`config.mk`:
```
export PLATFORM = sky130hd
export DESIGN_NAME = pmp_check_pipe
export DESIGN_NICKNAME = d
export VERILOG_FILES = /design/src/rtl/pmp_check_pipe.sv
export SDC_FILE = /design/constraint.sdc
export NUM_CORES = 2
export LEC_CHECK = 0
export CORE_ASPECT_RATIO = 1.5
export CORE_MARGIN = 10
export CORE_UTILIZATION = 30
export CTS_BUF_LIST = sky130_fd_sc_hd__clkbuf_2 sky130_fd_sc_hd__clkbuf_4 sky130_fd_sc_hd__clkbuf_8
export CTS_CLUSTER_DIAMETER = 200
export DETAILED_ROUTE_END_ITERATION = 8
export PLACE_DENSITY_LB_ADDON = 0.25
export SYNTH_ARGS = -nofsm -noshare
export SYNTH_HDL_FRONTEND = slang
export SYNTH_SLANG_ARGS = --single-unit
```
`constraint.sdc`:
```
create_clock -name clk_i -period 9.9 [get_ports clk_i]
set_clock_uncertainty 0.05 [all_clocks]
set_input_delay 2.475 -clock clk_i [delete_from_list [all_inputs] [get_ports clk_i]]
set_output_delay 2.475 -clock clk_i [all_outputs]
set_load 0.01 [all_outputs]
```
`src/rtl/pmp_check_pipe.sv`:
```
// PMP permission checker: per-entry cfg/addr register file plus a two-stage
// request pipeline (A: capture, R: result) with valid/ready on both sides.
module pmp_check_pipe #(
  parameter int PLEN       = 34,
  parameter int PMP_LEN    = 32,
  parameter int NR_ENTRIES = 16,
  localparam int IDX_W     = (NR_ENTRIES > 1) ? $clog2(NR_ENTRIES) : 1
) (
  input  logic               clk_i,
  input  logic               rst_i,
  input  logic               cfg_we_i,
  input  logic [IDX_W-1:0]   cfg_idx_i,
  input  logic [7:0]         cfg_data_i,
  input  logic               addr_we_i,
  input  logic [IDX_W-1:0]   addr_idx_i,
  input  logic [PMP_LEN-1:0] addr_data_i,
  input  logic               req_valid_i,
  output logic               req_ready_o,
  input  logic [PLEN-1:0]    req_addr_i,
  input  logic [2:0]         req_access_i,
  input  logic [1:0]         req_priv_i,
  input  logic [3:0]         req_id_i,
  output logic               rsp_valid_o,
  input  logic               rsp_ready_i,
  output logic               rsp_allow_o,
  output logic               rsp_match_o,
  output logic [3:0]         rsp_idx_o,
  output logic [3:0]         rsp_id_o
);

  localparam int AW = PMP_LEN + 2;
  localparam int WW = (PLEN > AW) ? PLEN : AW;
  localparam logic [1:0] A_TOR = 2'd1, A_NA4 = 2'd2, A_NAPOT = 2'd3;

  logic [7:0]         cfg_q  [NR_ENTRIES];
  logic [PMP_LEN-1:0] addr_q [NR_ENTRIES];
  logic [NR_ENTRIES:0] tor_lock;
  logic [NR_ENTRIES-1:0] addr_wr_ok;

  // pmpaddr holds address bits [PMP_LEN+1:2]; widen or trim to PLEN
  function automatic logic [PLEN-1:0] to_byte(input logic [PMP_LEN-1:0] a);
    logic [WW-1:0] w;
    w = WW'({a, 2'b00});
    return w[PLEN-1:0];
  endfunction

  // tor_lock[NR_ENTRIES] stays 0 so the top entry has no upper neighbour
  always_comb begin
    tor_lock   = '0;
    addr_wr_ok = '0;
    for (int i = 0; i < NR_ENTRIES; i++)
      tor_lock[i] = cfg_q[i][7] && (cfg_q[i][4:3] == A_TOR);
    for (int i = 0; i < NR_ENTRIES; i++)
      addr_wr_ok[i] = !cfg_q[i][7] && !tor_lock[i+1];
  end

  always_ff @(posedge clk_i) begin
    if (rst_i) begin
      for (int i = 0; i < NR_ENTRIES; i++) begin
        cfg_q[i]  <= '0;
        addr_q[i] <= '0;
      end
    end else begin
      for (int i = 0; i < NR_ENTRIES; i++) begin
        if (cfg_we_i && (int'(cfg_idx_i) == i) && !cfg_q[i][7])
          cfg_q[i] <= cfg_data_i;
        if (addr_we_i && (int'(addr_idx_i) == i) && addr_wr_ok[i])
          addr_q[i] <= addr_data_i;
      end
    end
  end

  logic            a_valid;
  logic [PLEN-1:0] a_addr;
  logic [2:0]      a_access;
  logic [1:0]      a_priv;
  logic [3:0]      a_id;
  logic            r_load;
  logic            accept;

  assign r_load      = !rsp_valid_o || rsp_ready_i;
  assign req_ready_o = !a_valid || r_load;
  assign accept      = req_valid_i && req_ready_o;

  logic            hit;
  logic [3:0]      hit_idx;
  logic [7:0]      hit_cfg;
  logic            allow;
  logic [PLEN-1:0] base, prev, dc;
  logic            m;

  // ascending scan, first hit latched so the lowest index wins
  always_comb begin
    hit     = 1'b0;
    hit_idx = '0;
    hit_cfg = '0;
    prev    = '0;
    base    = '0;
    dc      = '0;
    m       = 1'b0;
    for (int i = 0; i < NR_ENTRIES; i++) begin
      base = to_byte(addr_q[i]);
      // don't-care byte bits of a NAPOT region: trailing ones, their zero, 2 LSBs
      dc   = PLEN'({addr_q[i] ^ (addr_q[i] + PMP_LEN'(1)), 2'b11});
      case (cfg_q[i][4:3])
        A_TOR:   m = (a_addr >= prev) && (a_addr < base);
        A_NA4:   m = (a_addr[PLEN-1:2] == base[PLEN-1:2]);
        A_NAPOT: m = (&addr_q[i]) || (((a_addr ^ base) & ~dc) == '0);
        default: m = 1'b0;
      endcase
      if (m && !hit) begin
        hit     = 1'b1;
        hit_idx = 4'(i);
        hit_cfg = cfg_q[i];
      end
      prev = base;
    end
  end

  always_comb begin
    allow = (a_priv == 2'd3);
    if (hit)
      allow = ((a_priv == 2'd3) && !hit_cfg[7]) || ((a_access & hit_cfg[2:0]) != 3'b000);
  end

  always_ff @(posedge clk_i) begin
    if (rst_i) begin
      a_valid     <= 1'b0;
      a_addr      <= '0;
      a_access    <= '0;
      a_priv      <= '0;
      a_id        <= '0;
      rsp_valid_o <= 1'b0;
      rsp_allow_o <= 1'b0;
      rsp_match_o <= 1'b0;
      rsp_idx_o   <= '0;
      rsp_id_o    <= '0;
    end else begin
      if (accept) begin
        a_valid  <= 1'b1;
        a_addr   <= req_addr_i;
        a_access <= req_access_i;
        a_priv   <= req_priv_i;
        a_id     <= req_id_i;
      end else if (r_load) begin
        a_valid  <= 1'b0;
      end
      if (r_load) begin
        rsp_valid_o <= a_valid;
        if (a_valid) begin
          rsp_allow_o <= allow;
          rsp_match_o <= hit;
          rsp_idx_o   <= hit_idx;
          rsp_id_o    <= a_id;
        end
      end
    end
  end

endmodule

```
# After elaboration in Yosys (flattened, before gate mapping)
# Memory sizes are Yosys's and may differ from the RTL's.
# Index checks and enable logic that the tools add are counted.
# totals
register_bits,55
ramBits,640
output_inout_bits,12
wordCells,680
mem_count,2
# memory_table
name,depth,width,rd,rd_clocked_by_memory_dff,wr,line_no,text
addr_q,16,32,16,0,16,36,logic [PMP_LEN-1:0] addr_q [NR_ENTRIES];
cfg_q,16,8,16,0,16,35,logic [7:0] cfg_q [NR_ENTRIES];
# op_classes
add_sub_neg,16
n_lt_le_gt_ge,32
n_eq_ne,95
mux,196
bitwise,97
n_reduce_logical,232
# ops
cell,count
$and 34x34->34,16
$logic_not 34->1,16
$lt 34x34->1,16
$not 34->34,16
$xor 34x34->34,16
$add 32x1->32 const B,16
$eq 32x32->1,16
$mux 32,16
$reduce_and 32->1,16
$xor 32x32->32,16
$ge 34x34->1,15
$mux 8,32
$logic_and 1x1->1,127
$mux 1,118
$eq 2x2->1 const B,33
$eq 4x4->1 const B,16
$mux 4,14
$logic_not 1->1,49
$pmux 1 s3,16
$ge 34x1->1 const B,1
$eq 2x1->1 const B,16
$eq 4x3->1 const B,8
$or 1x1->1,32
$logic_or 1x1->1,19
other kinds (7),12

# Depth between registers and ports, before layout
# An unclocked memory read counts as a cell.
# depth
ltp_word,58
depth_mapped,16
depth_no_buf,15

# Least setup slack after synthesis
# Ideal clock, no wire load.
# synth_timing
path_kind,input to register
startpoint,in addr_idx_i[2]
endpoint,"mem addr_q[11][4], in the netlist addr_q[1][100] (enable)"
arrival_time_ns,6.024
t_required_ns,9.339
slack_ns,3.315
cell_stages,2
n_path_buf,0
cell_sequence,nand2b_1 > o41ai_1
# synth_rtl
item,line_no,text
from (decl),15,"input logic [IDX_W-1:0] addr_idx_i,"
to (decl),36,

# Worst setup path after layout
# layout_timing
startpoint,in rsp_ready_i
endpoint,out req_ready_o
# layout_between
elab_chain_cells,2
# layout_lines
item,line_no,text
from (decl),24,"input logic rsp_ready_i,"
$logic_or 1x1->1,81,assign r_load = !rsp_valid_o || rsp_ready_i;
$logic_or 1x1->1,82,assign req_ready_o = !a_valid || r_load;
to (decl),18,"output logic req_ready_o,"
# Every way passes these cells.

==> reports/metrics.yaml <==
numPlacedInstances: 6766
io_buffers: 106
clock_latency_ns: 0.84
synth-xor-area-share: 0.002949
setup_viol: 0
hpwl_um: 137300
wirelength_um: 190400
required_ns: 7.38
power_frac_comb: 0.175
slew_violations: 0
track_usage: 0.2239
worst_pin_slew_ns: 1.202
fillers: 15290
finish.utilization: 0.3437
synthDistinctLibCells: 92
dr.pass1.iters: 6
h-tree-depth: 3
die_w_um: 334.6
cp_max_fo: 5
postSynthCellCount: 4742
final_cells: 6966
worstHoldPathType: "flop to flop"
synthSimpleGateAreaFrac: 0.1982
synthMuxAreaShare: 0.0009268
synth_edf_count: 608
start_kind: "primary input"
drt_iter0_markers: 3308
drive_gt1_frac: 0.07781
clockPowerShare: 0.366
max-cap-violations: 0
synth_top_family_by_area: "simple AND/OR/NAND/NOR gates"
ctsResizeCount: 0
peakVddDrop_v: 0.00008171
p_leak_nw: 20.47
crit_arrival_ns: 3.82
wl_per_cell_um: 27.34
synth_compound_area_frac: 0.1544
hold_viol_final: 0
die_area_sq_mm: 0.1646
ys_async_sr_fraction: 0
die-height_um: 492.0
status: "completed"
core_area_sq_mm: 0.1478
syn_area_sq_mm: 0.04455
internal-power_w: 0.005092
viasPerCell: 5.687
cts_buffer_depth: 3
synthesis.nets: 5367
synth_warnings: 0
rsz0062_at_grt: "false"
cellPowerDensity_mw_per_mm2: 143.9
route.detailed.drc: 0
cts_tree: "done"
critical_path_class: "primary input to output pin"
grt_start_max_net_pins: 51
drtAntennaViolNets: 0
clk_pin_slew_ns: 0.07
start_util: 0.3013
grt-ovfl-total: 0
nets: 5575
period_share: 0.6412
numCtsBuffers: 107
regArea_sq_mm: 0.01940
yosys_register_bits: 663
pwr-share-seq: 0.459
fin_hold_ws_ns: 0.4006
max_slew_margin: 0.1919
num_vias: 39614
cts_sinks: 663
rows: 173
fin_setup_tns_ns: 0
antenna_found_initial: 11
avgSynthCellArea_sq_um: 9.395
endpoint_kind: "output pin"
max_freq_mhz: 157.5
p_sw_w: 0.002221
ys_seq_area_frac: 0.4345
multi_input_area_sq_mm: 0.02255
ys.flop_type: "edfxtp_1"
finalWeightedCongestion: 0.9834
switching_share: 0.3038
grt_pass1_vias: 39422
finalPower_w: 0.007313
synth_adder_area_share: 0.1483
post_cts_buffers: 0
io_pins: 109
grt_pass1_wl_um: 268900
hold_buffers: 0
layout_min_cycle_time_ns: 6.348
cts-root-buf: "clkbuf_8"
area_growth_pct: 14.05
## path summary, 6_finish.rpt
path | startpoint | end | slack [ns] | cells after the start
worst max-delay path | rsp_ready_i | req_ready_o | 3.55 | 4
worst min-delay path | a_id[1]$_SDFFE_PP0P_ | rsp_id_o[1]$_SDFFE_PP0P_ | 0.40 | 2
worst max register to register | a_addr[16]$_SDFFE_PP0P_ | rsp_allow_o$_SDFFE_PP0P_ | 3.89 | 15
worst min register to register | a_id[1]$_SDFFE_PP0P_ | rsp_id_o[1]$_SDFFE_PP0P_ | 0.40 | 2
## worst max-delay path, stage by stage
cell and delay, ns:
clkdlybuf4s50_1 0.41, nor2b_1 0.28, nand2_1 0.15, clkdlybuf4s50_1 0.50
## metal layers
layer / share of wire / global-route usage / routed length [um] / vias up
met4: 0.090 / 0.1739 / 17120 / 4
met2: 0.48 / 0.3857 / 92100 / 1451
met3: 0.054 / 0.02969 / 10190 / 529
li1: - / - / - / 18214
met5: 0.00010 / 0 / 19 / -
met1: 0.37 / 0.2478 / 71000 / 19416
## metrics by stage
step,area (sq um),setup WS [ns]
detailed placement,48470,3.569
global placement,48470,3.576
floorplan,44550,3.315
global route,50810,3.457
finish,50810,3.552
CTS,50800,3.554
## cell families (layout without fill, tap and decap cells)
| kind of cell | Yosys count | after routing |
|---|---|---|
| other | 0 | 3 |
| xor gates and xnor gates | 15 | 15 |
| AOI/OAI and AO/OA | 1060 | 1060 |
| and+or+nand+nor | 1758 | 1758 |
| muxes | 4 | 4 |
| buffers and inverters | 714 | 1010 |
| adders and majority gates | 528 | 528 |
| DFF | 663 | 663 |
## layout make-up
class                      count  area share
timing repair buffer         214     0.03674
clock inverter                45    0.009037
clock buffer                 152     0.03686
sequential                   663      0.3818
inverter                     599     0.04427
tap                         1925     0.04740
antenna                        3   0.0001477
multi-input combinational   3365      0.4438
## power by group through the flow
| stage | Combinational, W | Sequential (W) | Clock (W) |
|---|---|---|---|
| after floorplan | 0.000739 | 0.00336 | 0 |
| after global placement | 0.00126 | 0.00341 | 0 |
| after detailed placement | 0.00126 | 0.00341 | 0 |
| after CTS | 0.00127 | 0.00335 | 0.00272 |
| after global routing | 0.00139 | 0.00337 | 0.00285 |
| final | 0.00128 | 0.00335 | 0.00268 |
## cells in the mapped netlist (16+ instances only)
cell type | count | area (sq um)
nor3_1 | 107 | 535.5
nor2b_1 | 21 | 131.4
nand3_1 | 142 | 710.7
clkbuf_1 | 109 | 409.1
or4_1 | 30 | 225.2
and4_1 | 51 | 446.7
a22oi_1 | 18 | 135.1
nand2_1 | 350 | 1314
o221ai_1 | 19 | 166.4
dfxtp_1 | 55 | 1101
a2111oi_0 | 16 | 140.1
nand4_1 | 164 | 1026
nor4_1 | 121 | 757.0
a21oi_1 | 375 | 1877
o21ai_0 | 120 | 600.6
a41oi_1 | 50 | 437.9
a211oi_1 | 51 | 382.9
nand2b_1 | 19 | 118.9
and2_1 | 24 | 150.1
o31ai_1 | 19 | 142.6
o21a_1 | 17 | 127.6
and3_1 | 72 | 450.4
o211ai_1 | 31 | 232.7
nor2_1 | 564 | 2117
edfxtp_1 | 608 | 18260
ha_1 | 528 | 6606
a21o_1 | 43 | 322.8
a31oi_1 | 135 | 844.6
inv_1 | 599 | 2248
o22ai_1 | 20 | 125.1
## cells in the final DEF, fill, tap and decap left out, types with 14 or more instances in the layout
cell type        instances
inv_1                  597
edfxtp_1               608
and3_1                  72
nor3_1                 107
o31ai_1                 16
a41oi_1                 50
and2_1                  23
nor2b_1                 20
o211ai_1                31
nor4_1                 121
a211oi_1                50
clkdlybuf4s50_1        105
and4_1                  51
o2111ai_1               15
o22ai_1                 20
clkbuf_4                35
a31oi_1                135
ha_1                   528
a22oi_1                 18
a21o_1                  43
clkinv_2                16
dfxtp_1                 24
nor2_1                 563
clkinv_1                14
dfxtp_2                 31
o221ai_1                19
clkbuf_8               117
nand2b_1                19
nand3_1                142
o21ai_0                120
nand4_1                164
buf_4                  108
nand2_1                349
o21a_1                  17
a21oi_1                375
a2111oi_0               16
or4_1                   30
## flip-flops by register name, summed over array words and instances (netlist names)
signal,count
a_access,3
a_addr,34
a_id,4
a_priv,2
a_valid,1
addr_q,512
cfg_q,96
rsp_allow_o,1
rsp_id_o,4
rsp_idx_o,4
rsp_match_o,1
rsp_valid_o,1
No activity file was read; power rests on OpenSTA's default activity.
